$ cat src/rtl/mem_param.sv
// Parametrised single-port synchronous memory with registered reads, rd_valid strobe and sticky error flag.
// Define MEM_CLEAR_EN to build the hardware clear sequencer that zeroes the array after reset or on clr.
module mem_param #(
  parameter int DWIDTH = 8,
  parameter int AWIDTH = 5
) (
  input  logic              clk,
  input  logic              rst_,
  input  logic              read,
  input  logic              write,
  input  logic [AWIDTH-1:0] addr,
  input  logic [DWIDTH-1:0] data_in,
  input  logic              clr,
  output logic [DWIDTH-1:0] data_out,
  output logic              rd_valid,
  output logic              busy,
  output logic              err
);

  localparam int DEPTH = 2 ** AWIDTH;

  logic [DWIDTH-1:0] mem_q [DEPTH];

  logic [DWIDTH-1:0] data_out_q, data_out_d;
  logic              rd_valid_q, rd_valid_d;
  logic              err_q, err_d;

  logic              mem_we;
  logic [AWIDTH-1:0] mem_waddr;
  logic [DWIDTH-1:0] mem_wdata;

  logic              sweep_on;
  logic [AWIDTH-1:0] sweep_addr;
  logic              clr_go;

`ifdef MEM_CLEAR_EN
  typedef enum logic {ST_IDLE, ST_CLEAR} state_t;

  state_t            state_q, state_d;
  logic [AWIDTH-1:0] cnt_q, cnt_d;

  // NOTE: sequential state uses <= only; always_comb blocks use = with every output defaulted first, so no latches.
  always_ff @(posedge clk) begin
    if (!rst_) begin
      state_q <= ST_CLEAR;
      cnt_q   <= '0;
    end else begin
      state_q <= state_d;
      cnt_q   <= cnt_d;
    end
  end

  // A clr during the sweep is ignored; the counter just runs to the top address.
  always_comb begin
    state_d = state_q;
    cnt_d   = cnt_q;
    clr_go  = 1'b0;
    case (state_q)
      ST_CLEAR: begin
        cnt_d = cnt_q + 1'b1;
        if (cnt_q == '1) state_d = ST_IDLE;
      end
      default: begin
        if (clr) begin
          clr_go  = 1'b1;
          state_d = ST_CLEAR;
          cnt_d   = '0;
        end
      end
    endcase
  end

  assign sweep_on   = (state_q == ST_CLEAR);
  assign sweep_addr = cnt_q;
`else
  logic unused_clr;
  assign unused_clr = clr;

  assign sweep_on   = 1'b0;
  assign sweep_addr = '0;
  assign clr_go     = 1'b0;
`endif

  // The sweep owns the write port while busy; user accesses are then dropped and flagged.
  always_comb begin
    data_out_d = data_out_q;
    rd_valid_d = 1'b0;
    err_d      = err_q;
    mem_we     = 1'b0;
    mem_waddr  = addr;
    mem_wdata  = data_in;
    if (sweep_on) begin
      mem_we    = 1'b1;
      mem_waddr = sweep_addr;
      mem_wdata = '0;
      if (read || write) err_d = 1'b1;
    end else if (clr_go) begin
      err_d = 1'b0;
    end else if (read && write) begin
      err_d = 1'b1;
    end else if (read) begin
      data_out_d = mem_q[addr];
      rd_valid_d = 1'b1;
    end else if (write) begin
      mem_we = 1'b1;
    end
  end

  always_ff @(posedge clk) begin
    if (!rst_) begin
      data_out_q <= '0;
      rd_valid_q <= 1'b0;
      err_q      <= 1'b0;
    end else begin
      data_out_q <= data_out_d;
      rd_valid_q <= rd_valid_d;
      err_q      <= err_d;
    end
  end

  // NOTE: the array has no reset so it maps onto RAM; reset only blocks writes at that edge.
  always_ff @(posedge clk) begin
    if (rst_ && mem_we) mem_q[mem_waddr] <= mem_wdata;
  end

  assign data_out = data_out_q;
  assign rd_valid = rd_valid_q;
  assign busy     = sweep_on;
  assign err      = err_q;

endmodule

$ cat config.mk
export PLATFORM = sky130hd
export DESIGN_NAME = mem_param
export DESIGN_NICKNAME = d
export VERILOG_FILES = /design/src/rtl/mem_param.sv
export SDC_FILE = /design/constraint.sdc
export NUM_CORES = 1
export LEC_CHECK = 0
export CAP_MARGIN = 0
export CORE_AREA = 2 2 141 143
export DETAILED_ROUTE_END_ITERATION = 8
export DIE_AREA = 0 0 143 145
export PLACE_DENSITY_LB_ADDON = 0.05
export SLEW_MARGIN = 20
export SYNTH_ARGS = -nofsm -noshare
export SYNTH_HDL_FRONTEND = slang
export SYNTH_SLANG_ARGS = --single-unit
$ cat constraint.sdc
create_clock -name clk -period 2.5 [get_ports clk]
set_input_delay 0.5 -clock clk [delete_from_list [all_inputs] [get_ports clk]]
set_output_delay 0.5 -clock clk [all_outputs]
set_load 0.01 [all_outputs]
==> results.json <==
{
  "outcome": "finished, final reports clean",
  "start_util": 0.541,
  "crit_family": "buffers and inverters",
  "required_ps": 2000,
  "arrival_ps": 1490,
  "relSlewSlack": 0.399,
  "path_max_fanout": 2,
  "fin_worst_skew_ps": 10.3,
  "cp-start-kind": "flop",
  "crit_path_end_kind": "primary output",
  "dp_hpwl_um": 13900,
  "syn_nets": 548,
  "r2r-start": "mem_q[13][7]$_DFFE_PP_",
  "fin_crit_sh": 0.796,
  "clock-sinks": 266,
  "tightest_slew_ps": 895,
  "rsz0062_at_grt": "false",
  "yosysWarnings": 0,
  "synth_top_area_cell": "edfxtp_1",
  "clockBufferDepth": 3,
  "setup_viol": 0,
  "htreeDepth": 1,
  "port_buffers": 26,
  "cts_tree": "yes",
  "synth_area_um2": 10400,
  "gp_congestion": 0.834,
  "clk_latency_ps": 520,
  "cts-hold-fix-buffers": 0,
  "slowest_stage": "clkdlybuf4s50_1",
  "cp_cell_sequence": "clkdlybuf4s50_1",
  "die_x_um": 143,
  "post-route-drc-count": 0,
  "postRouteAntennaNets": 0,
  "track_usage": 0.214,
  "cts_buffers": 26,
  "final_nets": 641,
  "drv_cap": 0,
  "place_ws_ps": 24.3,
  "rows": 51,
  "min_period_ps": 1990,
  "avgSynthCellArea_um2": 19.6,
  "cts_resized": 0,
  "drtIter0Drc": 479,
  "drive_gt1_frac": 0.227,
  "cp_slowest_stage_delay_ps": 580,
  "ys_ff_latch": 266,
  "pin_count": 29,
  "most-common-layout-cells": "edfxtp_1 (256), buf_4 (68), mux2i_1 (44), nor2_1 (37), mux4_2 (36)",
  "avgViaCountPerCell": 5.82,
  "wl_um": 21600,
  "post_cts_buffers": 0,
  "maxSlewViolCount": 0,
  "tns_ps": 0,
  "synthDistinctLibCells": 40,
  "clock-root-buffer": "clkbuf_16",
  "ys_seq_area_frac": 0.759,
  "grt_pass1_wl_um": 32600,
  "worstSetupPathType": "flop to primary output",
  "min_path_type": "flop to flop",
  "ir_drop_v": 0.000588,
  "finalHoldViolations": 0,
  "grt_antenna_before_repair": 0,
  "layout_commonest_cell": "edfxtp_1",
  "die_area_um2": 20700,
  "fin_ws_ps": 511,
  "power_leakage_nw": 4.01,
  "postSynthCellCount": 530,
  "area_growth_syn_to_layout_pct": 16.6,
  "gr-total-overflow": 0,
  "die_y_um": 145,
  "dr_total_vias": 5282,
  "synth_top_area_share": 0.740,
  "powerDensity_nw_per_um2": 746,
  "path_clk_slew_ps": 60,
  "hp-start": "err$_SDFFE_PN0P_",
  "crit_buf_inv": 1,
  "grt_start_max_net_pins": 33,
  "antenna_cells": 0,
  "core_um2": 19200,
  "fmax_ghz": 0.503,
  "yosys-top-cells-area": "edfxtp_1 (74%), mux4_2 (7.8%), mux2i_1 (4.2%)",
  "worstSetupStartpoint": "data_out[2]$_SDFFE_PN0P_",
  "grt_pass1_vias": 5288,
  "wire_per_inst_um": 23.8,
  "first_pass_iters": 5
}
==> tightest hold or removal path: cells and delay by family, from the launching register on <==
family / cells / cell delay (ps)
DFF: 1 / 340
AOI/OAI and AO/OA: 1 / 50
and+or+nand+nor: 1 / 100
==> where the power goes <==
group	internal (mW)	total, mW	switching, mW
clock network	2.14	3.65	1.51
registers	4.91	4.92	0.0120
logic	0.204	0.476	0.272
==> layout make-up <==
| type | count | area, um2 |
|---|---|---|
| Timing Repair Buffer | 95 | 811 |
| Tap cell | 265 | 332 |
| Clock buffer | 40 | 744 |
| Multi-Input combinational cell | 233 | 2280 |
| Clock inverter | 8 | 58.8 |
| Fill cell | 1384 | 7090 |
| Inverter | 1 | 3.75 |
| Sequential cell | 266 | 7890 |
==> cells by family after synthesis <==
kind of cell | share of synthesized area
buffers and inverters | 0.0212
multiplexers | 0.136
AO/OA/AOI/OAI | 0.0397
other | 0.000361
AND/OR/NAND/NOR | 0.0440
flip-flops | 0.759
==> final timing paths <==
kind	cells past startpoint	endpoint	slack (ps)
worst max register to register	4	data_out[7]$_SDFFE_PN0P_	840
worst min-delay path	2	err$_SDFFE_PN0P_	530
worst max-delay path	1	data_out[2]	510
worst min register to register	2	err$_SDFFE_PN0P_	530
==> routing by layer <==
layer | vias to the layer above | wire [um] | GRT usage
li1 | 2364 | - | -
met3 | 31 | 1110 | 0.0284
met2 | 151 | 10600 | 0.341
met1 | 2736 | 9450 | 0.318
met4 | 0 | 444 | 0.0550
met5 | - | 0 | 0
==> synth_stat cells (all sizes together) <==
| cell type | number |
|---|---|
| nor3b | 4 |
| and3b | 1 |
| nand4bb | 2 |
| nand3b | 4 |
| a221oi | 2 |
| nand2 | 15 |
| and2 | 1 |
| or4b | 1 |
| nor2 | 37 |
| and3 | 1 |
| conb | 1 |
| dfxtp | 10 |
| mux4 | 42 |
| or3b | 1 |
| edfxtp | 256 |
| nand3 | 10 |
| o22ai | 13 |
| nor2b | 2 |
| inv | 1 |
| o21ai | 9 |
| a32oi | 8 |
| buf | 24 |
| mux2i | 44 |
| a31oi | 8 |
| nand4b | 1 |
| a22o | 8 |
| o221ai | 1 |
| a21oi | 1 |
| nor3 | 7 |
| a22oi | 7 |
| or3 | 2 |
| clkbuf | 6 |
==> sequential cells by signal, indices dropped and copies added, names as in the netlist <==
signal and flops:
data_out 8, err 1, mem_q 256, rd_valid 1
==> per-stage QoR <==
stage | hold slack [ps] | total power, mW | instance area, um2 | cells | utilization
2_1_floorplan | 524 | 5.27 | 10400 | 530 | -
3_3_place_gp | 480 | 5.48 | 11300 | 860 | 0.589
3_5_place_dp | 501 | 5.49 | 11300 | 860 | 0.589
4_1_cts | 531 | 9.12 | 12100 | 908 | 0.631
5_1_grt | 578 | 9.34 | 12100 | 908 | 0.631
6_report | 527 | 9.04 | 12100 | 908 | 0.631
Power figures use the tool's default switching activity.
